[config.mk]
export PLATFORM = sky130hd
export DESIGN_NAME = snake_key_cond
export DESIGN_NICKNAME = d
export VERILOG_FILES = /design/src/rtl/snake_pkg.sv /design/src/rtl/key_debounce.sv /design/src/rtl/snake_key_cond.sv
export SDC_FILE = /design/constraint.sdc
export NUM_CORES = 1
export LEC_CHECK = 0
export CELL_PAD_IN_SITES_DETAIL_PLACEMENT = 0
export CELL_PAD_IN_SITES_GLOBAL_PLACEMENT = 2
export CORE_MARGIN = 5
export CORE_UTILIZATION = 42
export CTS_CLUSTER_SIZE = 20
export DETAILED_ROUTE_END_ITERATION = 12
export PLACE_DENSITY = 0.83
export SLEW_MARGIN = 20
export SYNTH_ARGS = -nofsm -noshare
export SYNTH_HDL_FRONTEND = slang
export SYNTH_SLANG_ARGS = --single-unit
[constraint.sdc]
create_clock -name clk -period 3.35 [get_ports clk]
set_input_delay 0.67 -clock clk [delete_from_list [all_inputs] [get_ports clk]]
set_output_delay 0.67 -clock clk [all_outputs]
set_load 0.005 [all_outputs]
[src/rtl/snake_pkg.sv]
// Shared constants for the snake key-conditioning stage: heading codes and key indices.
package snake_pkg;

    typedef enum logic [1:0] {
        DIR_UP    = 2'd0,
        DIR_DOWN  = 2'd1,
        DIR_LEFT  = 2'd2,
        DIR_RIGHT = 2'd3
    } dir_t;

    localparam int NUM_KEYS  = 6;
    localparam int KEY_START = 0;
    localparam int KEY_ESC   = 1;
    localparam int KEY_UP    = 2;
    localparam int KEY_DOWN  = 3;
    localparam int KEY_LEFT  = 4;
    localparam int KEY_RIGHT = 5;

    // Reversing onto your own body is the heading with bit 0 flipped.
    function automatic dir_t opposite(dir_t d);
        return dir_t'(d ^ 2'b01);
    endfunction

endpackage

[src/rtl/key_debounce.sv]
// One push-button: optional polarity fix, 2-flop synchroniser, stability counter,
// debounced level and a registered single-cycle press event.
module key_debounce
    import snake_pkg::*;
#(
    parameter int DEBOUNCE_CYCLES = 1000000,
    parameter bit KEY_ACTIVE_HIGH = 1'b1
) (
    input  logic clk,
    input  logic rst,
    input  logic key_raw,
    output logic press
);

    localparam int CW = (DEBOUNCE_CYCLES > 2) ? $clog2(DEBOUNCE_CYCLES) : 1;
    localparam logic [CW-1:0] LAST = CW'(DEBOUNCE_CYCLES - 1);

    logic          key_in;
    logic          sync1;
    logic          sync2;
    logic          stable;
    logic [CW-1:0] cnt;

    assign key_in = KEY_ACTIVE_HIGH ? key_raw : ~key_raw;

    // Synchronise, then accept a new level only after it has held for DEBOUNCE_CYCLES cycles.
    always_ff @(posedge clk) begin
        if (rst) begin
            sync1  <= 1'b0;
            sync2  <= 1'b0;
            stable <= 1'b0;
            cnt    <= '0;
            press  <= 1'b0;
        end else begin
            sync1 <= key_in;
            sync2 <= sync1;
            press <= 1'b0;
            if (sync2 != stable) begin
                if (cnt == LAST) begin
                    stable <= sync2;
                    cnt    <= '0;
                    press  <= sync2;
                end else begin
                    cnt <= cnt + 1'b1;
                end
            end else begin
                cnt <= '0;
            end
        end
    end

endmodule

[src/rtl/snake_key_cond.sv]
// Button conditioning for the snake controller: debounced start/esc pulses and a
// heading register that queues one legal turn and commits it on the game step strobe.
module snake_key_cond
    import snake_pkg::*;
#(
    parameter int DEBOUNCE_CYCLES = 1000000,
    parameter bit KEY_ACTIVE_HIGH = 1'b1
) (
    input  logic       clk,
    input  logic       rst,
    input  logic [5:0] key_raw,
    input  logic       tick,
    input  logic       game_run,
    output logic       start_pulse,
    output logic       esc_pulse,
    output logic [1:0] dir,
    output logic       dir_commit,
    output logic       pend_valid
);

    logic [NUM_KEYS-1:0] press;

    for (genvar i = 0; i < NUM_KEYS; i++) begin : g_key
        key_debounce #(
            .DEBOUNCE_CYCLES (DEBOUNCE_CYCLES),
            .KEY_ACTIVE_HIGH (KEY_ACTIVE_HIGH)
        ) u_debounce (
            .clk     (clk),
            .rst     (rst),
            .key_raw (key_raw[i]),
            .press   (press[i])
        );
    end

    dir_t dir_q, dir_d;
    dir_t pend_dir_q, pend_dir_d;
    logic pend_q, pend_d;
    logic commit_q, commit_d;
    dir_t req;
    logic req_any;
    dir_t base;

    assign start_pulse = press[KEY_START];
    assign esc_pulse   = press[KEY_ESC];
    assign dir         = dir_q;
    assign dir_commit  = commit_q;
    assign pend_valid  = pend_q;

    // Collapse simultaneous direction presses by priority up > down > left > right.
    always_comb begin
        req     = DIR_RIGHT;
        req_any = |press[KEY_RIGHT:KEY_UP];
        if (press[KEY_UP])        req = DIR_UP;
        else if (press[KEY_DOWN]) req = DIR_DOWN;
        else if (press[KEY_LEFT]) req = DIR_LEFT;
    end

    // Commit the queued turn first so a same-cycle press is judged against the new heading.
    always_comb begin
        dir_d      = dir_q;
        pend_dir_d = pend_dir_q;
        pend_d     = pend_q;
        commit_d   = 1'b0;
        base       = dir_q;
        if (tick && pend_q) begin
            dir_d    = pend_dir_q;
            pend_d   = 1'b0;
            commit_d = 1'b1;
            base     = pend_dir_q;
        end
        if (game_run && req_any && (req != base) && (req != opposite(base))) begin
            pend_dir_d = req;
            pend_d     = 1'b1;
        end
        if (press[KEY_START] && !game_run) begin
            dir_d    = DIR_RIGHT;
            pend_d   = 1'b0;
            commit_d = 1'b0;
        end
    end

    // Heading state register.
    always_ff @(posedge clk) begin
        if (rst) begin
            dir_q      <= DIR_RIGHT;
            pend_dir_q <= DIR_RIGHT;
            pend_q     <= 1'b0;
            commit_q   <= 1'b0;
        end else begin
            dir_q      <= dir_d;
            pend_dir_q <= pend_dir_d;
            pend_q     <= pend_d;
            commit_q   <= commit_d;
        end
    end

endmodule

==> results of run 1 <==
## metrics by stage
step                hold slack (ps)  util (%)
floorplan                       413         -
global placement                421      45.1
detailed placement              422      45.1
CTS                             444      49.1
global route                    466      49.1
finish                          440      49.1
## logic make-up after synthesis
kind of cell               Yosys count
buffers and inverters               43
DFF                                150
and+or+nand+nor                    363
xor gates and xnor gates            78
adders and majority gates            6
AOI/OAI and AO/OA                  103
## sequential cells by signal (all words and copies together), names as in the netlist
name and count:
g_key.u_debounce.press 6, pend_valid 1, dir_commit 1, g_key.u_debounce.stable 6, g_key.u_debounce.sync2 6, g_key.u_debounce.sync1 6, pend_dir_q 2, dir 2
g_key.u_debounce.cnt 120
## final timing paths
kind,from,endpoint,slack [ps]
max,g_key[1].u_debounce.cnt[0]$_SDFF_PP0_,g_key[1].u_debounce.cnt[18]$_SDFF_PP0_,1180
min,g_key[3].u_debounce.sync1$_SDFF_PP0_,g_key[3].u_debounce.sync2$_SDFF_PP0_,440
max reg2reg,g_key[1].u_debounce.cnt[0]$_SDFF_PP0_,g_key[1].u_debounce.cnt[18]$_SDFF_PP0_,1180
min reg2reg,g_key[3].u_debounce.sync1$_SDFF_PP0_,g_key[3].u_debounce.sync2$_SDFF_PP0_,440
## Yosys cell counts, types with 4 or more instances
cell                         n
sky130_fd_sc_hd__and3_1     12
sky130_fd_sc_hd__a21oi_1    45
sky130_fd_sc_hd__ha_1        6
sky130_fd_sc_hd__nand4b_1    4
sky130_fd_sc_hd__nand4_1    31
sky130_fd_sc_hd__nor2b_1    12
sky130_fd_sc_hd__and4_1      7
sky130_fd_sc_hd__xnor2_1    48
sky130_fd_sc_hd__inv_1      23
sky130_fd_sc_hd__o21ai_0    24
sky130_fd_sc_hd__nor2_1    105
sky130_fd_sc_hd__clkbuf_1   17
sky130_fd_sc_hd__nand3_1    49
sky130_fd_sc_hd__nor4_1     16
sky130_fd_sc_hd__nor3_1     18
sky130_fd_sc_hd__xor2_1     30
sky130_fd_sc_hd__dfxtp_1   150
sky130_fd_sc_hd__and2_1      4
sky130_fd_sc_hd__o31ai_1    18
sky130_fd_sc_hd__or3_1      18
sky130_fd_sc_hd__or4_1      21
sky130_fd_sc_hd__nor4b_1     8
sky130_fd_sc_hd__nand2_1    38
sky130_fd_sc_hd__nand2b_1    6
## layout by cell type (no fill, tap or decap), types with 8 or more instances in the layout
cell | Yosys | routed
sky130_fd_sc_hd__a21oi_1 | 45 | 45
sky130_fd_sc_hd__nand3_1 | 49 | 49
sky130_fd_sc_hd__nand4_1 | 31 | 31
sky130_fd_sc_hd__clkbuf_16 | 0 | 17
sky130_fd_sc_hd__xor2_1 | 30 | 30
sky130_fd_sc_hd__inv_1 | 23 | 23
sky130_fd_sc_hd__o21ai_0 | 24 | 22
sky130_fd_sc_hd__clkdlybuf4s50_1 | 0 | 15
sky130_fd_sc_hd__xnor2_1 | 48 | 48
sky130_fd_sc_hd__nand2_1 | 38 | 38
sky130_fd_sc_hd__nor3_1 | 18 | 18
sky130_fd_sc_hd__or4_1 | 21 | 21
sky130_fd_sc_hd__and3_1 | 12 | 12
sky130_fd_sc_hd__nor2b_1 | 12 | 12
sky130_fd_sc_hd__nor4_1 | 16 | 16
sky130_fd_sc_hd__or3_1 | 18 | 18
sky130_fd_sc_hd__nor2_1 | 105 | 105
sky130_fd_sc_hd__dfxtp_1 | 150 | 150
sky130_fd_sc_hd__o31ai_1 | 18 | 17
sky130_fd_sc_hd__nor4b_1 | 8 | 8
## power groups by stage
stage	Sequential, W	Clock (W)	Combinational (W)
floorplan	0.00184	0	0.0000274
CTS	0.00180	0.00198	0.0000499
detailed placement	0.00184	0	0.0000496
global placement	0.00184	0	0.0000490
finish	0.00180	0.00193	0.0000486
global route	0.00180	0.00206	0.0000536
## layout make-up
cell class                      instances  area (um2)  share of cell area (%)
Clock inverter                          7        92.6                    1.24
Inverter                               23        86.3                    1.16
Timing Repair Buffer                   20         188                    2.52
Clock buffer                           24         512                    6.86
Sequential cell                       150        3000                    40.3
Tap cell                              188         235                    3.15
Multi-Input combinational cell        550        3340                    44.8
## per-layer routing
metal  global-route usage [%]  vias to the layer above  part of all wire (%)
met5                        0                        -                     0
met4                     5.26                        0                   1.5
met3                     4.36                       14                   2.9
met2                     24.2                       56                    48
met1                     19.0                     2498                    48
li1                         -                     2698                     -
==> results.toml, run 1 <==
[logic_synthesis]
postSynthAreaPerCell_um2 = 8.76
ys_seq_area_share_pct = 46.1
netlist.area_leader.share_pct = 46.1
combinational_family_with_the_most_area_after_synthesis = "simple AND/OR/NAND/NOR gates"
synth_enable_flop_cells = 0
synthArstFlopShare_pct = 0
dominantRegCellSynth = "sky130_fd_sc_hd__dfxtp_1"
synth_xor_area_share_pct = 10.5
ys_warn_count = 0
synth.distinct_cells = 50
yosys.area_share.adder_pct = 1.15
synth.net_count = 759
synthCells = 743
synthMuxAreaShare_pct = 0
synth_top_cell_by_area = "sky130_fd_sc_hd__dfxtp_1"
yosys.area_share.simple_pct = 30.0
post_synthesis_compound_gate_area_fraction_pct = 9.65
synth-seq-cells = 150
syn-cell-area_mm2 = 0.00651
synthTopCellsByArea = "sky130_fd_sc_hd__dfxtp_1 46%, sky130_fd_sc_hd__xnor2_1 6.5%, sky130_fd_sc_hd__nor2_1 6.1%, sky130_fd_sc_hd__xor2_1 4.0%, sky130_fd_sc_hd__nand3_1 3.8%"

[hold_path]
worst_hold_path.num_cells = 1
holdCritPathClass = "flop to flop"

[detailed_routing]
detailroute.via_count = 5266
routed_wire_length_per_instance_um = 13.6
vias_per_cell = 5.47
remaining_drc_errors = 0
totalWireLength_um = 13100
final_antenna_net_count = 0
detail_route.iter0.violations = 282
detail_route.first_pass.iterations = 5

[power]
ir_drop_v = 0.000350
power-per-cell-area_mw_per_mm2 = 506
totalPowerFinal_w = 0.00377
seq_power_share_pct = 47.7
clock_network_power_share_pct = 51.0
power.net_switching_w = 0.000750
power.switching_fraction_pct = 19.9
p_int_w = 0.00302
p_leak_nw = 2.19
comb_power_share_pct = 1.3

[worst_setup_path]
endpoint_kind = "flop"
cp.arrival_ps = 2520
critPathMaxStageDelay_ps = 620
critPathSlowestCell = "sky130_fd_sc_hd__or4_1"
critPathKind = "flop to flop"
required_ps = 3700
cpMostUsedCell = "sky130_fd_sc_hd__or4_1"
worst_path_dominant_cell_family = "simple AND/OR/NAND/NOR gates"
cp_max_fo = 7
critical_path.n_buffers_inverters = 0
crit_chain = "ha_1 > nand2_1 > or4_1 > or4_1 > a21oi_1"
setup.worst_path.start_class = "flop"
worstRegToRegCells = 5
critical_path_depth = 5

[timing]
fmaxAchievable_ghz = 0.462
final-setup-viol-count = 0
final-max-slew-violation-count = 0
clock_skew_ps = 8.41
max-slew-margin-rel_pct = 44.0
timing.setup.tns_ps = 0
timing_hold_violations_final = 0
finalWorstPathRequiredPeriod_ps = 2170
final.period_utilization_pct = 64.7
rsz0062_at_grt = "false"
tightestPinTransition_ps = 832
final_critical_path_setup_slack_ps = 1180

[cts]
cts_resized = 0
max-clock-path-buffers = 2
holdBufCountCts = 0
clock_tree_from_tritoncts = "done"
clock_tree.root_cell = "sky130_fd_sc_hd__clkbuf_16"
cts_post_setup_buffers_inserted = 0
cts.sinks = 150
worst_skew_pair.late_latency_ps = 420
num_cts_buffers = 17
ctsHtreeMaxLevel = 4
cts.reportedPaths.clkPinSlew_ps = 60

[placement]
place_congestion = 0.749
dp_worst_setup_slack_ps = 1040
placed_cell_area_mm2 = 0.00685
port-buffer-count = 15
dpl.cell_count = 931
dp_hpwl_um = 9130

[floorplanning]
die_width_um = 135
die_y_um = 135
core_region_area_mm2 = 0.0152
core.rowCount = 45
design.die.area_mm2 = 0.0181
initial_utilization_pct = 42.8
io-pin-count = 16

[finish]
antenna_cells_inserted = 0
drive_above_1_share_pct = 6.33
filler_cell_count = 1455
instances_no_fill = 962
fin_area_mm2 = 0.00746
design.final.nets = 778
areaGrowthSynthToFinish_pct = 14.6

[run]
drv_cap = 0

[grt]
globalRouteOverflowTotal = 0
first_global_vias = 4787
antenna_found_initial = 0
grt_start_max_net_pins = 29
track_usage_pct = 14.9
grt_first_pass_wirelength_um = 22200

[run_status]
status = "completed"
Power figures use the tool's default switching activity.
==> inputs of run 2 (changes only) <==
--- a/config.mk
+++ b/config.mk
@@ -8,10 +8,10 @@
 export CELL_PAD_IN_SITES_DETAIL_PLACEMENT = 0
 export CELL_PAD_IN_SITES_GLOBAL_PLACEMENT = 2
 export CORE_MARGIN = 5
-export CORE_UTILIZATION = 42
+export CORE_UTILIZATION = 39
 export CTS_CLUSTER_SIZE = 20
 export DETAILED_ROUTE_END_ITERATION = 12
-export PLACE_DENSITY = 0.83
+export PLACE_DENSITY = 0.78
 export SLEW_MARGIN = 20
 export SYNTH_ARGS = -nofsm -noshare
 export SYNTH_HDL_FRONTEND = slang
==> constraint.sdc (replaced) <==
create_clock -name clk -period 2.1 [get_ports clk]
set_input_delay 0.42 -clock clk [delete_from_list [all_inputs] [get_ports clk]]
set_output_delay 0.42 -clock clk [all_outputs]
set_load 0.005 [all_outputs]
==> run 2 against run 1 <==
  * Critical path depth fell by 4
  * Worst setup slack worse by 1000 ps
  * Largest power group unchanged
  * Combinational power increased by 76%
  * Routed wire length grew 0.91%
  * Clock skew up 1.6 ps
  * Sequential share of layout area decreased by 1.5 points
  * Flip-flop and latch count stayed put
  * Critical endpoint is now pend_valid
  * Via count grew 0.99%
  * Sequential power grew 59%
  * Clock-buffer cell count stayed put
  * Critical path type is now flop to output pin
==> results.toml, run 2 (same netlist as run 1, synthesis figures left out) <==
[run_status]
status = "completed"

[worst_setup_path]
critPathKind = "flop to output pin"
crit_chain = "clkdlybuf4s50_1"
critPathMaxStageDelay_ps = 590
required_ps = 1680
setup.worst_path.start_class = "flop"
critPathSlowestCell = "sky130_fd_sc_hd__clkdlybuf4s50_1"
cp.arrival_ps = 1510
worst_setup_path_startpoint = "pend_valid$_SDFFE_PP0P_"
worst_path_dominant_cell_family = "buffers and inverters"
endpoint_kind = "output pin"
rr_startpoint = "g_key[2].u_debounce.cnt[8]$_SDFF_PP0_"
critical_path.n_buffers_inverters = 1
cp_max_fo = 8

[detailed_routing]
detail_route.first_pass.iterations = 5
detail_route.iter0.violations = 228
totalWireLength_um = 13200
detailroute.via_count = 5318
remaining_drc_errors = 0
vias_per_cell = 5.19
final_antenna_net_count = 0
routed_wire_length_per_instance_um = 12.9

[power]
p_leak_nw = 2.35
totalPowerFinal_w = 0.00598
power-per-cell-area_mw_per_mm2 = 772
ir_drop_v = 0.000547

[floorplanning]
initial_utilization_pct = 39.5
io-pin-count = 16
die_y_um = 139
die_width_um = 139
core.rowCount = 47
core_region_area_mm2 = 0.0165
design.die.area_mm2 = 0.0194

[timing]
final_critical_path_setup_slack_ps = 169
timing_hold_violations_final = 0
clock_skew_ps = 10.0
fmaxAchievable_ghz = 0.518
timing.setup.tns_ps = 0
tightestPinTransition_ps = 455
rsz0062_at_grt = "false"
final-max-slew-violation-count = 0
finalWorstPathRequiredPeriod_ps = 1930
max-slew-margin-rel_pct = 69.3
final-setup-viol-count = 0
final.period_utilization_pct = 92.0

[placement]
place_congestion = 0.780
dp_worst_setup_slack_ps = 83.4
port-buffer-count = 15
dp_hpwl_um = 9410

[cts]
worst_skew_pair.late_latency_ps = 420
ctsHtreeMaxLevel = 4
max-clock-path-buffers = 2
num_cts_buffers = 17
cts.sinks = 150
cts_post_setup_buffers_inserted = 0
clock_tree_from_tritoncts = "done"
cts_resized = 0
holdBufCountCts = 0
cts.reportedPaths.clkPinSlew_ps = 60
clock_tree.root_cell = "sky130_fd_sc_hd__clkbuf_16"

[finish]
drive_above_1_share_pct = 9.81
design.final.nets = 808
antenna_cells_inserted = 0
areaGrowthSynthToFinish_pct = 18.9
largest_register = "g_key.u_debounce.cnt"
largest_reg_flops = 120
most_frequent_cells_in_the_layout = "150 x sky130_fd_sc_hd__dfxtp_1, 105 x sky130_fd_sc_hd__nor2_1, 49 x sky130_fd_sc_hd__nand3_1, 48 x sky130_fd_sc_hd__xnor2_1, 45 x sky130_fd_sc_hd__a21oi_1"
layout.cells.most_common = "sky130_fd_sc_hd__dfxtp_1"

[grt]
track_usage_pct = 14.1
first_global_vias = 5032
antenna_found_initial = 0
grt_start_max_net_pins = 35
grt_first_pass_wirelength_um = 23000
globalRouteOverflowTotal = 0

[hold_path]
min-delay-start = "g_key[2].u_debounce.sync1$_SDFF_PP0_"
holdCritPathClass = "flop to flop"

[run]
drv_cap = 0
[run 2: cell count changes in the layout (fill, tap and decap cells not counted), sizes merged]
cell / delta
buf: +30
clkinv: +2
clkinvlp: -1
[run 2: stage by stage]
| step | util [%] | hold slack, ps | area (um2) | instances |
|---|---|---|---|---|
| floorplan | - | 413 | 6510 | 743 |
| CTS | 47.0 | 447 | 7740 | 1025 |
| detailed placement | 43.4 | 428 | 7140 | 993 |
| global route | 47.0 | 459 | 7740 | 1025 |
| global placement | 43.4 | 416 | 7140 | 993 |
| finish | 47.0 | 442 | 7740 | 1025 |
[run 2: where the power goes]
part | switching [W] | internal (W) | leakage, nW
clock network | 0.00113 | 0.00190 | 0.292
logic | 0.0000447 | 0.0000410 | 0.847
registers | 0.00000823 | 0.00286 | 1.21
[run 2: area by class of cell]
class | count | area [um2]
repair buffers | 50 | 438
clock buffers | 24 | 502
fillers | 1610 | 8720
inverters | 23 | 86.3
well taps | 220 | 275
flip-flops and latches | 150 | 3000
clock inverters | 8 | 95.1
multi-input cells | 550 | 3340
[run 2: worst paths after layout]
| path | to | slack [ps] | cells past startpoint |
|---|---|---|---|
| max | pend_valid | 170 | 1 |
| max reg2reg | g_key[2].u_debounce.cnt[15]$_SDFF_PP0_ | 190 | 5 |
| min reg2reg | g_key[2].u_debounce.sync2$_SDFF_PP0_ | 440 | 1 |
| min | g_key[2].u_debounce.sync2$_SDFF_PP0_ | 440 | 1 |
[run 2: worst reg2reg max path: stages (launching register included)]
cell and delay, ps:
sky130_fd_sc_hd__dfxtp_1 340, sky130_fd_sc_hd__or4_1 560, sky130_fd_sc_hd__or4_4 520, sky130_fd_sc_hd__o21ai_4 170
sky130_fd_sc_hd__buf_12 160, sky130_fd_sc_hd__a21oi_1 50
[run 2: layer usage]
metal  track usage (%)  vias up  part of all wire (%)
met3              4.03       16                   2.5
met5                 0        -                     0
met2              22.8       46                    46
met4              4.84        0                   1.3
li1                  -     2750                     -
met1              18.2     2506                    50
